**src/rtl/axi_line_pkg.sv**
```systemverilog
// ---------------------------------------------------------------------------
// axi_line_pkg
//   Shared types and constants for the cache-line arbiter/buffer.
//   - state_t   : controller state encoding
//   - RESP_OKAY : AXI OKAY response code
//   - resp_err  : flags any non-OKAY response
// ---------------------------------------------------------------------------
package axi_line_pkg;

    typedef enum logic [2:0] {
        S_IDLE,
        S_CMD,
        S_RBEAT,
        S_WBEAT,
        S_BRESP,
        S_DONE
    } state_t;

    localparam logic [1:0] RESP_OKAY = 2'b00;

    function automatic logic resp_err(input logic [1:0] resp);
        return resp != RESP_OKAY;
    endfunction

endpackage

```
**src/rtl/axi_line_arb_rr.sv**
```systemverilog
// ---------------------------------------------------------------------------
// rr_arbiter
//   Combinational round-robin pick: the first asserted req bit at or after
//   ptr, wrapping around N_PORTS.
//   Ports:
//     req   in  N_PORTS  request vector
//     ptr   in  PW       highest-priority port index (must be < N_PORTS)
//     grant out N_PORTS  one-hot grant (zero when no request)
//     idx   out PW       index of granted port
//     valid out 1        some request was granted
// ---------------------------------------------------------------------------
module rr_arbiter #(
    parameter int N_PORTS = 2,
    parameter int PW      = (N_PORTS > 1) ? $clog2(N_PORTS) : 1
) (
    input  logic [N_PORTS-1:0] req,
    input  logic [PW-1:0]      ptr,
    output logic [N_PORTS-1:0] grant,
    output logic [PW-1:0]      idx,
    output logic               valid
);

    always_comb begin
        int s;
        s     = 0;
        valid = 1'b0;
        idx   = '0;
        grant = '0;
        for (int off = 0; off < N_PORTS; off++) begin
            // Candidate port (ptr + off) mod N_PORTS without a divider.
            s = int'(ptr) + off;
            if (s >= N_PORTS) s = s - N_PORTS;
            for (int i = 0; i < N_PORTS; i++) begin
                if (!valid && (s == i) && req[i]) begin
                    valid    = 1'b1;
                    idx      = PW'(i);
                    grant[i] = 1'b1;
                end
            end
        end
    end

endmodule

```
**src/rtl/axi_line_arb.sv**
```systemverilog
// ---------------------------------------------------------------------------
// axi_line_arb
//   N-port cache-line arbiter/buffer in front of a burst master. One port is
//   granted round-robin; its line moves as BEATS = LINE_BITS/DATA_W beats.
//   Reads collect beats into the line buffer and hand back the whole line
//   with a p_done pulse; writes load the line once and stream it out.
//   Ports:
//     clk, rst                 clock, async active-high reset
//     p_req/p_we/p_addr/p_wdata per-port request, direction, address, line
//     p_rdata                  line buffer (valid from p_done to next grant)
//     p_done/p_err             one-cycle completion and error to grantee
//     m_valid/m_ready/m_we/m_addr/m_len  burst command handshake
//     m_rvalid/m_rdata/m_rresp/m_rlast   read beat channel
//     m_wready/m_wdata/m_wlast           write beat channel
//     m_bvalid/m_bresp                   write response
// ---------------------------------------------------------------------------
module axi_line_arb
    import axi_line_pkg::*;
#(
    parameter int N_PORTS   = 2,
    parameter int ADDR_W    = 64,
    parameter int DATA_W    = 64,
    parameter int LINE_BITS = 512
) (
    input  logic                           clk,
    input  logic                           rst,
    input  logic [N_PORTS-1:0]             p_req,
    input  logic [N_PORTS-1:0]             p_we,
    input  logic [N_PORTS*ADDR_W-1:0]      p_addr,
    input  logic [N_PORTS*LINE_BITS-1:0]   p_wdata,
    output logic [LINE_BITS-1:0]           p_rdata,
    output logic [N_PORTS-1:0]             p_done,
    output logic [N_PORTS-1:0]             p_err,
    output logic                           m_valid,
    input  logic                           m_ready,
    output logic                           m_we,
    output logic [ADDR_W-1:0]              m_addr,
    output logic [7:0]                     m_len,
    input  logic                           m_rvalid,
    input  logic [DATA_W-1:0]              m_rdata,
    input  logic [1:0]                     m_rresp,
    input  logic                           m_rlast,
    input  logic                           m_wready,
    output logic [DATA_W-1:0]              m_wdata,
    output logic                           m_wlast,
    input  logic                           m_bvalid,
    input  logic [1:0]                     m_bresp
);

    localparam int BEATS = LINE_BITS / DATA_W;
    localparam int CW    = $clog2(BEATS) + 1;
    localparam int PW    = (N_PORTS > 1) ? $clog2(N_PORTS) : 1;

    localparam logic [CW-1:0] LAST_BEAT = CW'(BEATS - 1);
    localparam logic [7:0]    LEN       = 8'(BEATS - 1);

    state_t                 state;
    logic [PW-1:0]          rr_ptr;
    logic [PW-1:0]          grant_idx;
    logic [N_PORTS-1:0]     grant_oh;
    logic                   we_q;
    logic [ADDR_W-1:0]      addr_q;
    logic [7:0]             len_q;
    logic [CW-1:0]          beat_cnt;
    logic                   err_acc;
    logic [LINE_BITS-1:0]   line_buf;

    logic [N_PORTS-1:0]     arb_grant;
    logic [PW-1:0]          arb_idx;
    logic                   arb_valid;

    logic                   sel_we;
    logic [ADDR_W-1:0]      sel_addr;
    logic [LINE_BITS-1:0]   sel_wdata;
    logic [DATA_W-1:0]      beat_mux;

    rr_arbiter #(
        .N_PORTS (N_PORTS),
        .PW      (PW)
    ) u_rr (
        .req   (p_req),
        .ptr   (rr_ptr),
        .grant (arb_grant),
        .idx   (arb_idx),
        .valid (arb_valid)
    );

    // Request fields of the port the arbiter is currently pointing at.
    always_comb begin
        sel_we    = 1'b0;
        sel_addr  = '0;
        sel_wdata = '0;
        for (int i = 0; i < N_PORTS; i++) begin
            if (arb_idx == PW'(i)) begin
                sel_we    = p_we[i];
                sel_addr  = p_addr[i*ADDR_W +: ADDR_W];
                sel_wdata = p_wdata[i*LINE_BITS +: LINE_BITS];
            end
        end
    end

    // Current write beat out of the line buffer.
    always_comb begin
        beat_mux = '0;
        for (int b = 0; b < BEATS; b++) begin
            if (beat_cnt == CW'(b)) beat_mux = line_buf[b*DATA_W +: DATA_W];
        end
    end

    always_ff @(posedge clk or posedge rst) begin
        if (rst) begin
            state     <= S_IDLE;
            rr_ptr    <= '0;
            grant_idx <= '0;
            grant_oh  <= '0;
            we_q      <= 1'b0;
            addr_q    <= '0;
            len_q     <= '0;
            beat_cnt  <= '0;
            err_acc   <= 1'b0;
            line_buf  <= '0;
        end else begin
            len_q <= LEN;
            case (state)
                S_IDLE: begin
                    if (arb_valid) begin
                        grant_idx <= arb_idx;
                        grant_oh  <= arb_grant;
                        we_q      <= sel_we;
                        addr_q    <= sel_addr;
                        if (sel_we) line_buf <= sel_wdata;
                        state     <= S_CMD;
                    end
                end
                S_CMD: begin
                    if (m_ready) begin
                        beat_cnt <= '0;
                        state    <= we_q ? S_WBEAT : S_RBEAT;
                    end
                end
                S_RBEAT: begin
                    if (m_rvalid) begin
                        for (int b = 0; b < BEATS; b++) begin
                            if (beat_cnt == CW'(b)) line_buf[b*DATA_W +: DATA_W] <= m_rdata;
                        end
                        beat_cnt <= beat_cnt + 1'b1;
                        err_acc  <= err_acc | resp_err(m_rresp);
                        // An early rlast ends the burst; untouched beats keep old data.
                        if (m_rlast || beat_cnt == LAST_BEAT) state <= S_DONE;
                    end
                end
                S_WBEAT: begin
                    if (m_wready) begin
                        beat_cnt <= beat_cnt + 1'b1;
                        if (beat_cnt == LAST_BEAT) state <= S_BRESP;
                    end
                end
                S_BRESP: begin
                    if (m_bvalid) begin
                        err_acc <= err_acc | resp_err(m_bresp);
                        state   <= S_DONE;
                    end
                end
                S_DONE: begin
                    // Port just served drops to lowest priority.
                    rr_ptr  <= (grant_idx == PW'(N_PORTS - 1)) ? '0 : grant_idx + 1'b1;
                    err_acc <= 1'b0;
                    state   <= S_IDLE;
                end
                default: state <= S_IDLE;
            endcase
        end
    end

    assign p_rdata = line_buf;
    assign p_done  = (state == S_DONE) ? grant_oh : '0;
    assign p_err   = p_done & {N_PORTS{err_acc}};
    assign m_valid = (state == S_CMD);
    assign m_we    = we_q;
    assign m_addr  = addr_q;
    assign m_len   = len_q;
    assign m_wdata = (state == S_WBEAT) ? beat_mux : '0;
    assign m_wlast = (state == S_WBEAT) && (beat_cnt == LAST_BEAT);

endmodule

```
**config.mk**
```make
export PLATFORM = sky130hd
export DESIGN_NAME = axi_line_arb
export DESIGN_NICKNAME = d
export VERILOG_FILES = /design/src/rtl/axi_line_pkg.sv /design/src/rtl/axi_line_arb_rr.sv /design/src/rtl/axi_line_arb.sv
export SDC_FILE = /design/constraint.sdc
export NUM_CORES = 2
export LEC_CHECK = 0
export ABC_AREA = 1
export CAP_MARGIN = 20
export CORE_AREA = 2 2 732 734
export DETAILED_ROUTE_END_ITERATION = 10
export DIE_AREA = 0 0 734 736
export GPL_TIMING_DRIVEN = 0
export SYNTH_ARGS = -nofsm -noshare
export SYNTH_HDL_FRONTEND = slang
export SYNTH_HIERARCHICAL = 1
export SYNTH_SLANG_ARGS = --single-unit
```
**constraint.sdc**
```tcl
create_clock -name clk -period 23.1 [get_ports clk]
set_input_delay 4.62 -clock clk [delete_from_list [all_inputs] [get_ports clk]]
set_output_delay 4.62 -clock clk [all_outputs]
set_load 0.02 [all_outputs]
```
== Word-level counts from Yosys, hierarchy flattened ==
Cells that the tools add are included.
Storage, ports and cells
  flip-flop bits (word level): 590
  output and inout bits: 655
  input port bits: 1231
  word-level logic and storage cells: 143
Cells by class
  add/sub/neg operators: 5
  eq/ne operators: 30
  bitwise gates (word level): 3
  reduce and logical (&&, ||, !) cells: 33
  mux-type cells: 53
  order comparisons: 2
Operators with widths (number)
  two-way mux 512 bit: 4
  two-way mux 64 bit: 18
  one-hot mux 512 bit (2 select lines): 1
  equality test 32 x 2 -> 1 bit, second input constant: 2
  zero test 32 bit: 2
  two-way mux 32 bit: 2
  AND reduction 5 bit: 8
  greater-or-equal comparator 32 x 3 -> 1 bit, second input constant: 1
  subtractor 32 x 3 -> 32 bit, second input constant: 1
  != test 2 bit, second input constant: 15
  two-way mux 3 bit: 7
  equality test 4 x 3 -> 1 bit, second input constant: 4
  one-hot mux 3 bit (5 select lines): 1
  two-way mux 1 bit: 14
  two-way mux 4 bit: 3
  one-hot mux 4 bit (3 select lines): 1
  equality test 4 x 2 -> 1 bit, second input constant: 2
  logical AND 1 bit: 8
  AND reduction 7 bit: 1
  equality test 3 x 2 -> 1 bit, second input constant: 2
  equality test 3 bit, second input constant: 2
  nonzero test 2 bit: 3
  nonzero test 3 bit: 2
  adder 4 x 1 -> 4 bit, second input constant: 1
  18 further kinds: 21

== Depth between registers and ports, before layout ==
  depth in word-level cells: 21
  mapped depth: 13
  mapped depth without buffers: 11

== Hierarchy ==
The synthesis kept the hierarchy.
Modules (own cells, without submodules)
  axi_line_arb: area an instance 40063.4 µm², cells each 6855, instances 1
  rr_arbiter: area an instance 30.0 µm², cells each 7, instances 1

== Least setup slack after synthesis ==
Ideal clock, no wire load.
  kind: reg2out
  from: reg beat_cnt[1]
  to: out m_wdata[10]
  arrival: 1.828 ns
  stages on the path, launching flop included: 13
  setup slack: 16.652 ns
  path through: dfrtp_1 -> inv_1 -> ha_1 -> inv_1 -> nor2_1 -> clkbuf_1 -> clkbuf_1 -> nand2_1 -> nand2_1 -> inv_1 -> nand2_1 -> nand2_1 -> nand2_1
Between the ends
  word-level cells in the longest chain between the ends: 10
  elaborated cells on any way between the ends: 17
  those cells by class: eq/ne (7); mux (9); reduce/logical (1)
Ends and longest elaborated chain
  from (decl): line axi_line_arb.sv:64  | logic [CW-1:0] beat_cnt;
  from (signal assigned): line axi_line_arb.sv:146  | beat_cnt <= beat_cnt + 1'b1;
  from (signal assigned): line axi_line_arb.sv:154  | beat_cnt <= beat_cnt + 1'b1;
  zero test 4 bit: line axi_line_arb.sv:106  | if (beat_cnt == CW'(b)) beat_mux = line_buf[b*DATA_W +: DATA_W];
  two-way mux 64 bit (7 in series): line axi_line_arb.sv:106
  two-way mux 64 bit *: line axi_line_arb.sv:106
  two-way mux 64 bit *: line axi_line_arb.sv:182  | assign m_wdata = (state == S_WBEAT) ? beat_mux : '0;
  to (decl): line axi_line_arb.sv:44  | output logic [DATA_W-1:0] m_wdata,
Mark *: on every way between the ends. The rest lies on a longest branch, timed or not.

== Worst setup path in the final report ==
  from: reg beat_cnt[0]
  to: out m_wdata[45]
Same word-level chain as after synthesis.

==> reports/qor.yml <==
yosys:
  syn_area_sq_um: 40100
  postSynthCellCount: 6862
  synth.yosys.seq_area_share_pct: 36.8
  ys_ff_latch: 590
  yosys.area.top_type_share_pct: 36.8
  yosysTopAreaCell: "dfrtp_1"
  synth_area_leaders: "dfrtp_1, nand2_1, nand3_1"
  synth_cell_type_count: 27
  avgSynthCellArea_sq_um: 5.84
  yosysWarnings: 6
clock_tree:
  clock_latency_ps: 920
  cts_buffer_depth: 4
  cts-resized-gates: 0
  cts_sinks: 590
  cts_hold_buffers: 0
  htree_levels: 3
  clk_pin_slew_ps: 60
  root_buffer: "clkbuf_16"
  tritoncts: "yes"
  post_cts_buffers: 0
  numCtsBuffers: 96
outcome:
  status: "completed"
sta:
  tightest_slew_ps: 1270
  whs_ps: 479
  clock_skew_ps: 116
  rsz0062_at_grt: "false"
  finalSetupViolations: 0
  max_freq_ghz: 0.0951
  relSlewSlack_pct: 15.4
  fin_tns_setup_ps: 0
  period_needed_ps: 10510
  hold_violations: 0
  fin_crit_sh_pct: 45.5
  drv_slew: 0
  layout_setup_ws_ps: 12590
cells_and_area:
  n_fill_cell: 61900
  synthToLayoutAreaGrowth_pct: 83.6
  nets: 10200
  final_cells: 16300
  drive_gt1_share_pct: 5.21
place:
  dp.cells: 15900
  gp_congestion: 0.962
  pre_cts_slack_ps: 13200
  dp_hpwl_microns: 554000
  port_buffers: 1880
routing:
  drc: 0
  dr_total_vias: 60000
  viasPerCell: 3.68
  drt-wirelength-per-cell_microns: 38.8
  wirelength_microns: 633000
  drt_iter0_markers: 7282
  ant_nets: 0
  drt-pass1-iter-count: 8
critical_path:
  crit_arrival_ps: 5890
  r2r_start: "beat_cnt[0]"
  crit_required_ps: 18480
  crit_start: "beat_cnt[0]"
  path_class: "flop to primary output"
  worstPathMaxFanout: 14
  critPathCaptureType: "primary output"
  crit_path_start_kind: "flop"
power_and_ir_drop:
  p_leak_nw: 35.3
  power.density_nw_per_um2: 139
  ir_drop_mv: 0.0872
floorplan:
  coreArea_sq_um: 532000
  start_util_pct: 7.54
  die_w_microns: 734
  row_count: 268
  dieArea_sq_um: 540000
  die_y_microns: 736
  pin_count: 1886
global_routing:
  track_usage_pct: 22.4
  grt.overflow.total: 0
  grt_start_max_net_pins: 109
  antenna_found_initial: 463
  grt_pass1_vias: 54800
  grt_pass1_wl_microns: 746000
job:
  drv_cap: 0
worst_hold_path:
  hold_class: "flop to flop"
  min_from: "m_addr[1]"
[cell families (layout without fill, tap and decap cells)]
kind of cell,Yosys count,after routing,share of synthesized area (%)
other,2,268,0.0187
adders and majority gates,4,4,0.125
and+or+nand+nor,4767,4767,46.3
xor gates and xnor gates,2,2,0.0437
buffers and inverters,943,3092,9.34
AOI/OAI and AO/OA,554,554,7.33
DFF,590,590,36.8
[layer usage]
| layer | wire length [microns] | share of wire (%) | global-route usage (%) | up-vias |
|---|---|---|---|---|
| li1 | - | - | - | 25600 |
| met1 | 253000 | 40 | 26.8 | 28500 |
| met2 | 268000 | 42 | 33.8 | 4451 |
| met3 | 71100 | 11 | 9.66 | 1226 |
| met4 | 39700 | 6.3 | 12.1 | 204 |
| met5 | 1280 | 0.20 | 0.00882 | - |
[power breakdown]
| part | switching (mW) | internal, mW |
|---|---|---|
| clock network | 0.684 | 0.864 |
| logic | 4.67 | 1.91 |
| registers | 0.560 | 1.52 |
[final cells by class]
type / instances / area, sq um / share of cell area (%)
Multi-Input combinational cell: 5333 / 21600 / 29.4
Timing Repair Buffer: 1979 / 20800 / 28.3
Sequential cell: 590 / 14800 / 20.1
Tap cell: 7020 / 8780 / 11.9
Clock buffer: 131 / 2740 / 3.72
Buffer: 466 / 2080 / 2.83
Inverter: 477 / 1800 / 2.44
Antenna cell: 262 / 656 / 0.891
Clock inverter: 39 / 359 / 0.488
[placed cells by master (no fill, tap or decap), types with 21 or more instances in the layout]
| cell | netlist | final |
|---|---|---|
| inv_1 | 473 | 472 |
| buf_2 | 144 | 142 |
| clkbuf_16 | 0 | 97 |
| nand3_1 | 395 | 395 |
| clkbuf_4 | 0 | 21 |
| clkbuf_1 | 286 | 251 |
| buf_16 | 0 | 33 |
| buf_1 | 29 | 28 |
| diode_2 | 0 | 262 |
| clkdlybuf4s50_1 | 0 | 1879 |
| o21ai_0 | 161 | 161 |
| nand2_1 | 3874 | 3870 |
| nand4_1 | 63 | 63 |
| clkbuf_2 | 0 | 30 |
| buf_8 | 0 | 43 |
| dfrtp_1 | 590 | 590 |
| o21ai_1 | 110 | 110 |
| a21oi_1 | 216 | 216 |
| o31ai_1 | 64 | 64 |
| nor2_1 | 426 | 426 |
| buf_12 | 0 | 21 |
[worst paths after layout]
kind	end	slack, ps	depth (start not counted)
min in group asynchronous	p_rdata[365]	4110	2
min reg2reg	m_addr[1]	480	2
min	m_addr[1]	480	2
max reg2reg	p_rdata[152]	18680	13
max in group asynchronous	p_rdata[145]	16740	5
max	m_wdata[45]	12590	12
[sequential cells by signal, summed over array words and instances, names as in the netlist]
register   count
err_acc        1
rr_ptr         1
state          3
beat_cnt       4
m_addr        64
m_we           1
grant_oh       2
grant_idx      1
m_len          1
p_rdata      512
[worst max-delay path: stages, from the launching register on]
cell and delay [ps]:
dfrtp_1 430, ha_1 290, nand2_4 590, clkbuf_2 790, clkbuf_1 970, o21ai_0 630, inv_1 260, nand2_1 70
nand2_1 50, nand2_1 130, nand2_1 130, nand2_1 60, clkdlybuf4s50_1 540
[per-stage QoR]
step / power [mW] / cell area [sq um] / util (%)
3_5_place_dp: 8.67 / 69800 / 13.1
3_3_place_gp: 8.50 / 67700 / 12.7
4_1_cts: 10.3 / 72900 / 13.7
6_report: 10.2 / 73600 / 13.8
5_1_grt: 10.6 / 73200 / 13.8
2_1_floorplan: 4.34 / 40100 / -
[cells in the mapped netlist]
master and count:
dfrtp_1 590, nor2_1 426, nand3_1 395, nor2_4 1, clkbuf_1 286, ha_1 4, nand2_2 1, nor3_1 4
nand4_1 63, o31ai_1 64, a21oi_1 216, inv_2 3, clkinv_1 1, xor2_1 2, buf_4 7, o21ai_0 161
buf_1 29, inv_1 473, nand2_1 3874, o21a_1 1, o22ai_1 1, buf_2 144, o21ai_1 110, nor2_2 2
or2_1 1, conb_1 2, o21ai_2 1
No activity file was read; power rests on OpenSTA's default activity.
